### config.mk
export PLATFORM = sky130hd
export DESIGN_NAME = vga_timing_gen
export DESIGN_NICKNAME = d
export VERILOG_FILES = /design/src/rtl/vga_timing_gen_pkg.sv /design/src/rtl/timing_counter.sv /design/src/rtl/vga_timing_gen.sv
export SDC_FILE = /design/constraint.sdc
export NUM_CORES = 1
export LEC_CHECK = 0
export BUFFER_PORTS_ARGS = -buffer_cell sky130_fd_sc_hd__buf_2
export CAP_MARGIN = 25
export CORE_UTILIZATION = 25
export CTS_CLUSTER_SIZE = 20
export DETAILED_ROUTE_END_ITERATION = 10
export HOLD_SLACK_MARGIN = 0.1
export SYNTH_ARGS = -nofsm -noshare
export SYNTH_HDL_FRONTEND = slang
export SYNTH_SLANG_ARGS = --single-unit
### constraint.sdc
create_clock -name i_Clk -period 2 [get_ports i_Clk]
set_input_delay 0.4 -clock i_Clk [delete_from_list [all_inputs] [get_ports i_Clk]]
set_output_delay 0.4 -clock i_Clk [all_outputs]
set_load 0.03 [all_outputs]
### src/rtl/vga_timing_gen_pkg.sv
// Shared VGA timing constants: visible area and counter widths used by the
// timing generator and its per-axis counters.
package vga_timing_gen_pkg;

  localparam int H_VISIBLE_AREA = 640;
  localparam int V_VISIBLE_AREA = 480;
  localparam int CNT_W          = 10;
  localparam int FRAME_W        = 8;

endpackage

### src/rtl/timing_counter.sv
// One axis of the VGA raster: a wrapping position counter with registered
// blank / active-low sync / last-position flags decoded from the same state.
module timing_counter
  import vga_timing_gen_pkg::*;
#(
  parameter int TOTAL      = 800,
  parameter int VIS        = 640,
  parameter int SYNC_START = 656,
  parameter int SYNC_END   = 751
) (
  input  logic             clock,
  input  logic             reset,
  input  logic             enable,
  output logic [CNT_W-1:0] count,
  output logic             blank,
  output logic             sync_n,
  output logic             last
);

  localparam logic [CNT_W-1:0] L_LAST = CNT_W'(TOTAL - 1);
  localparam logic [CNT_W-1:0] L_VIS  = CNT_W'(VIS);
  localparam logic [CNT_W-1:0] L_SS   = CNT_W'(SYNC_START);
  localparam logic [CNT_W-1:0] L_SE   = CNT_W'(SYNC_END);

  logic [CNT_W-1:0] nxt;

  always_comb begin
    nxt = count;
    if (enable) begin
      nxt = (count == L_LAST) ? '0 : count + 1'b1;
    end
  end

  // Flags are decoded from the next count so they land in the same cycle
  // as the count they describe.
  always_ff @(posedge clock) begin
    if (reset) begin
      count  <= '0;
      blank  <= 1'b0;
      sync_n <= 1'b1;
      last   <= 1'b0;
    end else begin
      count  <= nxt;
      blank  <= (nxt >= L_VIS);
      sync_n <= !((nxt >= L_SS) && (nxt <= L_SE));
      last   <= (nxt == L_LAST);
    end
  end

endmodule

### src/rtl/vga_timing_gen.sv
// VGA raster timing generator: column/row/frame counters with zero-skew
// registered blanking, sync and end-of-line / end-of-frame pulses.
module vga_timing_gen
  import vga_timing_gen_pkg::*;
#(
  parameter int P_H_FRONT   = 16,
  parameter int P_H_SYNC    = 96,
  parameter int P_H_BACK    = 48,
  parameter int P_V_FRONT   = 10,
  parameter int P_V_SYNC    = 2,
  parameter int P_V_BACK    = 33,
  parameter int P_H_VISIBLE = H_VISIBLE_AREA,
  parameter int P_V_VISIBLE = V_VISIBLE_AREA
) (
  input  logic               i_Clk,
  input  logic               i_Reset,
  output logic               o_HBlank,
  output logic               o_VBlank,
  output logic               o_HReset,
  output logic               o_VReset,
  output logic               o_HSync,
  output logic               o_VSync,
  output logic [CNT_W-1:0]   o_Col,
  output logic [CNT_W-1:0]   o_Row,
  output logic [FRAME_W-1:0] o_Frame
);

  localparam int H_TOTAL      = P_H_VISIBLE + P_H_FRONT + P_H_SYNC + P_H_BACK;
  localparam int V_TOTAL      = P_V_VISIBLE + P_V_FRONT + P_V_SYNC + P_V_BACK;
  localparam int H_SYNC_START = P_H_VISIBLE + P_H_FRONT;
  localparam int H_SYNC_END   = H_SYNC_START + P_H_SYNC - 1;
  localparam int V_SYNC_START = P_V_VISIBLE + P_V_FRONT;
  localparam int V_SYNC_END   = V_SYNC_START + P_V_SYNC - 1;

  localparam logic [CNT_W-1:0] H_PRE_LAST = CNT_W'(H_TOTAL - 2);

  logic v_last;

  timing_counter #(
    .TOTAL      (H_TOTAL),
    .VIS        (P_H_VISIBLE),
    .SYNC_START (H_SYNC_START),
    .SYNC_END   (H_SYNC_END)
  ) u_h (
    .clock  (i_Clk),
    .reset  (i_Reset),
    .enable (1'b1),
    .count  (o_Col),
    .blank  (o_HBlank),
    .sync_n (o_HSync),
    .last   (o_HReset)
  );

  timing_counter #(
    .TOTAL      (V_TOTAL),
    .VIS        (P_V_VISIBLE),
    .SYNC_START (V_SYNC_START),
    .SYNC_END   (V_SYNC_END)
  ) u_v (
    .clock  (i_Clk),
    .reset  (i_Reset),
    .enable (o_HReset),
    .count  (o_Row),
    .blank  (o_VBlank),
    .sync_n (o_VSync),
    .last   (v_last)
  );

  // Registered frame-end pulse: the next state is the last pixel of the
  // last line exactly when the current column is one short of the end.
  always_ff @(posedge i_Clk) begin
    if (i_Reset) begin
      o_VReset <= 1'b0;
      o_Frame  <= '0;
    end else begin
      o_VReset <= (o_Col == H_PRE_LAST) && v_last;
      if (o_VReset) begin
        o_Frame <= o_Frame + 1'b1;
      end
    end
  end

endmodule

* Yosys cells after proc, flatten, opt, wreduce, memory -nomap -nowiden
Index checks and enable logic that the tools add are counted.
** Storage, ports and cells
- RAM bits :: 0
- Input port bits :: 2
- ROM bits :: 0
- Bits in latches :: 0
- Memories :: 0
- Register bits after elaboration :: 35
- Logic and storage cells :: 32
- Output and inout port bits :: 34
** Operators by class
- Order comparisons :: 6
- Shift operators :: 0
- Divide/modulo/power cells :: 0
- Add/subtract/negate cells :: 3
- Muxes and demuxes :: 3
- Bitwise gates (word level) :: 0
- Reduce and logical (&&, ||, !) cells :: 5
- Equality and inequality tests :: 5
- $mul :: 0
** Operator list (number)
- $eq 10x10->1 const B :: 5
- $mux 10 :: 3
- $add 10x1->10 const B :: 2
- $ge 10x10->1 const B :: 2
- $ge 10x9->1 const B :: 2
- $le 10x10->1 const B :: 1
- $le 10x9->1 const B :: 1
- $add 8x1->8 const B :: 1
- $logic_and 1x1->1 :: 3
- $logic_not 1->1 :: 2

* Depth between registers and ports, before layout
- Depth in word-level cells :: 6
- Mapped depth :: 8
- Gate-level depth less buffers :: 7

* Hierarchy
From an unflattened synthesis, not the netlist that was laid out.
** Second synthesis, totals
- Cell total of the unflattened synthesis :: 213
- Area, all modules :: 1868.0 µm²
** By module, submodules not included
- timing_counter (u_h) :: seq. area each 260.2 µm², area each 743.2 µm², instances 1, cells each 86
- timing_counter (u_v) :: seq. area each 260.2 µm², area each 723.2 µm², instances 1, cells each 84
- vga_timing_gen :: seq. area each 180.2 µm², area each 401.6 µm², instances 1, cells each 43

* Least setup slack after synthesis
Ideal clock, no wire load.
- Path type :: register -> register
- Start :: register u_h.count[0]
- End :: register u_h.blank
- Setup time :: 115 ps
- Period minus slack after synthesis :: 1953 ps
- Data required time :: 1885 ps
- Path slack :: 47 ps
- Data arrival time :: 1838 ps
- Path buffers :: 2
- Stages on the path, launching flop included :: 8
- Cells stage by stage :: dfxtp_1 ha_1 clkbuf_1 and3_1 clkbuf_1 a21o_1 nor2_1 o21ba_2
** On the way
- Word-level cells in the longest chain between the ends :: 3
- Elaborated cells between the ends (all ways) :: 4
- Classes of those cells :: add/sub (1); order compare (1); eq/ne (1); mux (1)
** RTL lines
- from (decl) :: line timing_counter.sv:14 : output logic [CNT_W-1:0] count,
- from (signal assigned) :: line timing_counter.sv:43 : count <= nxt;
- $add 10x1->10 / $eq 10x10->1 (equally long branches) :: line timing_counter.sv:30 : nxt = (count == L_LAST) ? '0 : count + 1'b1;
- $mux 10 * :: line timing_counter.sv:30
- $ge 10x10->1 * :: line timing_counter.sv:44 : blank <= (nxt >= L_VIS);
- to (signal assigned) :: line timing_counter.sv:44
- to (decl) :: line timing_counter.sv:15 : output logic blank,
Mark *: on every way between the ends. The rest lies on a longest branch, timed or not.
A chain may end at the register's enable or synchronous reset.

* Final worst setup path
- Start :: register u_h.last
- End :: register u_v.sync_n
** On the way
- Word-level cells in the longest chain between the ends :: 4
- Elaborated cells between the ends (all ways) :: 5
- Classes of those cells :: order compare (2); mux (1); reduce/logical (2)
** RTL lines
- from (decl) :: line timing_counter.sv:17 : output logic last
- from (signal assigned) :: line timing_counter.sv:46 : last <= (nxt == L_LAST);
- $mux 10 * :: line timing_counter.sv:29 : if (enable) begin
- $ge 10x9->1 / $le 10x9->1 (equally long branches) :: line timing_counter.sv:45 : sync_n <= !((nxt >= L_SS) && (nxt <= L_SE));
- $logic_and 1x1->1 * :: line timing_counter.sv:45
- $logic_not 1->1 * :: line timing_counter.sv:45
- to (signal assigned) :: line timing_counter.sv:45
- to (decl) :: line timing_counter.sv:16 : output logic sync_n,
Marks and branches as above.

==> impl_metrics.toml <==
[placed_design]
hpwl_mm = 3.467
placed_area_um2 = 2187
numPortBuffers = 35
place_ws_ns = 0.1232
dp_cells = 352
gp_congestion = 0.9476

[worst_setup_path]
reg2reg_slack_ns = 0.18
reg2reg_depth = 5
required_ns = 2.17
cp_cell_sequence = "and3_1 -> nand4_1 -> xor2_1 -> nor4bb_1 -> nand2b_1"
cp-start-kind = "flip-flop"
cpMaxStageDelayCell = "dfxtp_1"
cpPeakStageDelay_ns = 0.46
crit_type = "flip-flop to flip-flop"
r2r_start = "u_h.last"
worstPathArrival_ns = 1.99
crit_path_end_kind = "flip-flop"
crit_fanout = 6
r2r_end = "u_v.sync_n"

[min_path]
hold-path-endpoint = "o_Frame[0]"
hold_path.startpoint = "i_Reset"
hp-class = "primary input to flip-flop"
holdPathStages = 2

[power_and_ir_drop]
leakage_nw = 0.9426
p_seq_share_pct = 55.4
power.internal_uw = 965.6
power.density_nw_per_um2 = 562.1
clock_power_share_pct = 40.2
p_sw_share_pct = 24.48
switchingPower_uw = 313.0
p_comb_share_pct = 4.5
irDropWorstVdd_mv = 0.2548

[cts]
cts_root_buf = "clkbuf_8"
path_clk_slew_ns = 0.07
clkSinkCount = 35
htreeDepth = 2
cts_hold_buf = 0
cts_buffers = 5
cts.path.max_buffers = 2
tritoncts = "done"
clk-insertion-delay-late_ns = 0.29

[sta]
skew_ns = 0.007368
setup_tns_ns = 0
max_freq_mhz = 549.0
setup_ws_ns = 0.1785
holdWs_ns = 0.4442
min_period_ns = 1.821
slew_viol_final = 0
relSlewSlack_pct = 70.35
rsz0062_at_grt = "no"
report.final.setup_viol = 0
worst_pin_slew_ns = 0.4433
post-route-period-util_pct = 91.07
hold_viol = 0

[die]
num_io_pins = 36
coreArea_um2 = 7331
rows = 31
start_util_pct = 26.06
die-area_um2 = 7996
fp.dieW_um = 89.42
die_h_um = 89.42

[finish]
areaGrowthSynthToFinish_pct = 19.06
final_cell_count_no_fill = 360
nets = 267
antenna_cells = 0
final_area_um2 = 2275
layout-drive-gt1-share_pct = 25.29
reg.largest.list = "u_h.count: 10 flops, u_v.count: 10 flops, o_Frame: 8 flops"

[logic_synthesis]
synth_edf_count = 0
syn_area_um2 = 1911
yosysWarnings = 0
ys.flop_type = "dfxtp_1"
async_flop_share_pct = 0
ys_types = 45
ys_ff_latch = 35
ys_seq_area_share_pct = 36.67
synth_nets = 228
netlist_instances = 221
syn_avg_cell_area_um2 = 8.645

[global_routing]
busiest_layer = "met2"
gr-usage-met3_pct = 3.601
track_usage_pct = 12.40
grt-ovfl-total = 0
grt_pass1_wl_mm = 7.527
grtUsageMet2_pct = 19.92
grt_pass1_vias = 1564
grt_max_degree = 13
grtUsageMet1_pct = 15.79
antenna_found_initial = 0

[drt]
ant_nets = 0
viasPerCell = 4.792
via_count = 1725
wire_per_inst_um = 13.02
drc = 0
drt-initial-drc-count = 69
drt_wl_total_mm = 4.688
drt_pass1_iterations = 4

[run]
cap_violations = 0

[outcome]
outcome = "completed"
[per-layer routing]
metal	part of all wire, %	up-vias
li1	-	853
met1	45	789
met2	45	73
met3	7.3	10
met4	1.9	0
met5	0	-
[worst max-delay path: cells and delay by family, from the launching register on]
kind          cells  cell delay (ns)
simple gates      4             0.86
flops             1             0.46
xor+xnor          1             0.39
[worst max path at each step]
stage	depth (start not counted)	startpoint	endpoint	slack, ns
final	5	u_h.last	u_v.sync_n	0.18
after global routing	5	u_h.last	u_v.sync_n	0.01
after CTS	6	u_v.count[0]	u_v.sync_n	0.11
after detailed placement	6	u_v.count[0]	u_v.sync_n	0.12
after global placement	5	u_v.count[0]	u_v.sync_n	0.16
after floorplan	7	u_h.count[0]	u_h.blank	0.05
[cells by family (layout without fill, tap and decap cells)]
| family | after synthesis | count (layout) | share of synthesized area (%) |
|---|---|---|---|
| DFF | 35 | 35 | 36.67 |
| AOI/OAI and AO/OA | 27 | 27 | 10.94 |
| xor gates and xnor gates | 22 | 22 | 10.08 |
| muxes | 6 | 6 | 3.209 |
| buffers and inverters | 22 | 62 | 7.662 |
| and+or+nand+nor | 104 | 104 | 28.16 |
| adders and majority gates | 5 | 5 | 3.274 |
[layout make-up]
class                      count  area (µm²)
tap                           99       123.9
fill                         779        5056
clock buffer                   6       72.57
clock inverter                 2       12.51
multi-input combinational    164        1064
sequential                    35       703.2
inverter                       5       18.77
timing repair buffer          49       280.3
[power by group through the flow]
stage	logic, mW	registers (mW)	clock network (mW)
after CTS	0.0577	0.708	0.532
after global routing	0.0625	0.709	0.555
after floorplan	0.0293	0.734	0
after global placement	0.0577	0.724	0
final	0.0569	0.708	0.514
after detailed placement	0.0574	0.724	0
[timing repair]
| item | in CTS | in global routing |
|---|---|---|
| resized for setup | 0 | 2 |
| buffers inserted | 0 | 0 |
| setup endpoints to repair | 0 | 3 |
[synthesized netlist by cell type, types with 2 or more instances]
| master | instances | share of area, % |
|---|---|---|
| buf_6 | 2 | 1.2 |
| nand4_1 | 9 | 2.9 |
| mux2i_1 | 5 | 2.6 |
| dfxtp_1 | 35 | 37 |
| xnor2_1 | 11 | 5.0 |
| and4_1 | 2 | 0.92 |
| a21oi_1 | 5 | 1.3 |
| nor3_1 | 5 | 1.3 |
| a31oi_1 | 2 | 0.65 |
| nand3_1 | 9 | 2.4 |
| o2111ai_1 | 2 | 0.92 |
| a32o_1 | 2 | 1.0 |
| a2111oi_0 | 3 | 1.4 |
| nor2_1 | 32 | 6.3 |
| ha_1 | 5 | 3.3 |
| and3_1 | 7 | 2.3 |
| buf_2 | 7 | 1.8 |
| clkbuf_8 | 4 | 2.9 |
| xor2_1 | 11 | 5.0 |
| o21ai_0 | 4 | 1.0 |
| or3_1 | 3 | 0.98 |
| nor2b_1 | 3 | 0.98 |
| nand2b_1 | 2 | 0.65 |
| inv_1 | 5 | 0.98 |
| nand4b_1 | 4 | 1.8 |
| nand2_1 | 20 | 3.9 |
| clkbuf_1 | 4 | 0.79 |
[placed cells by master, fill, tap and decap left out, drive strengths merged, types with 3 or more instances in the layout]
master	instances
mux2i	5
nand2	20
dfxtp	35
xor2	11
nand4b	4
nor2	33
clkbuf	6
nand4	10
and3	7
nand3	9
o21ai	4
or3	4
nor2b	3
ha	5
a2111oi	3
xnor2	11
a21oi	5
nor3	5
buf	49
inv	5
[through the flow]
step                power [mW]  util, %
floorplan               0.7632        -
global placement        0.7814    29.83
detailed placement      0.7818    29.83
CTS                      1.297    31.00
global route             1.327    31.03
finish                   1.279    31.03
No activity file was read; power rests on OpenSTA's default activity.
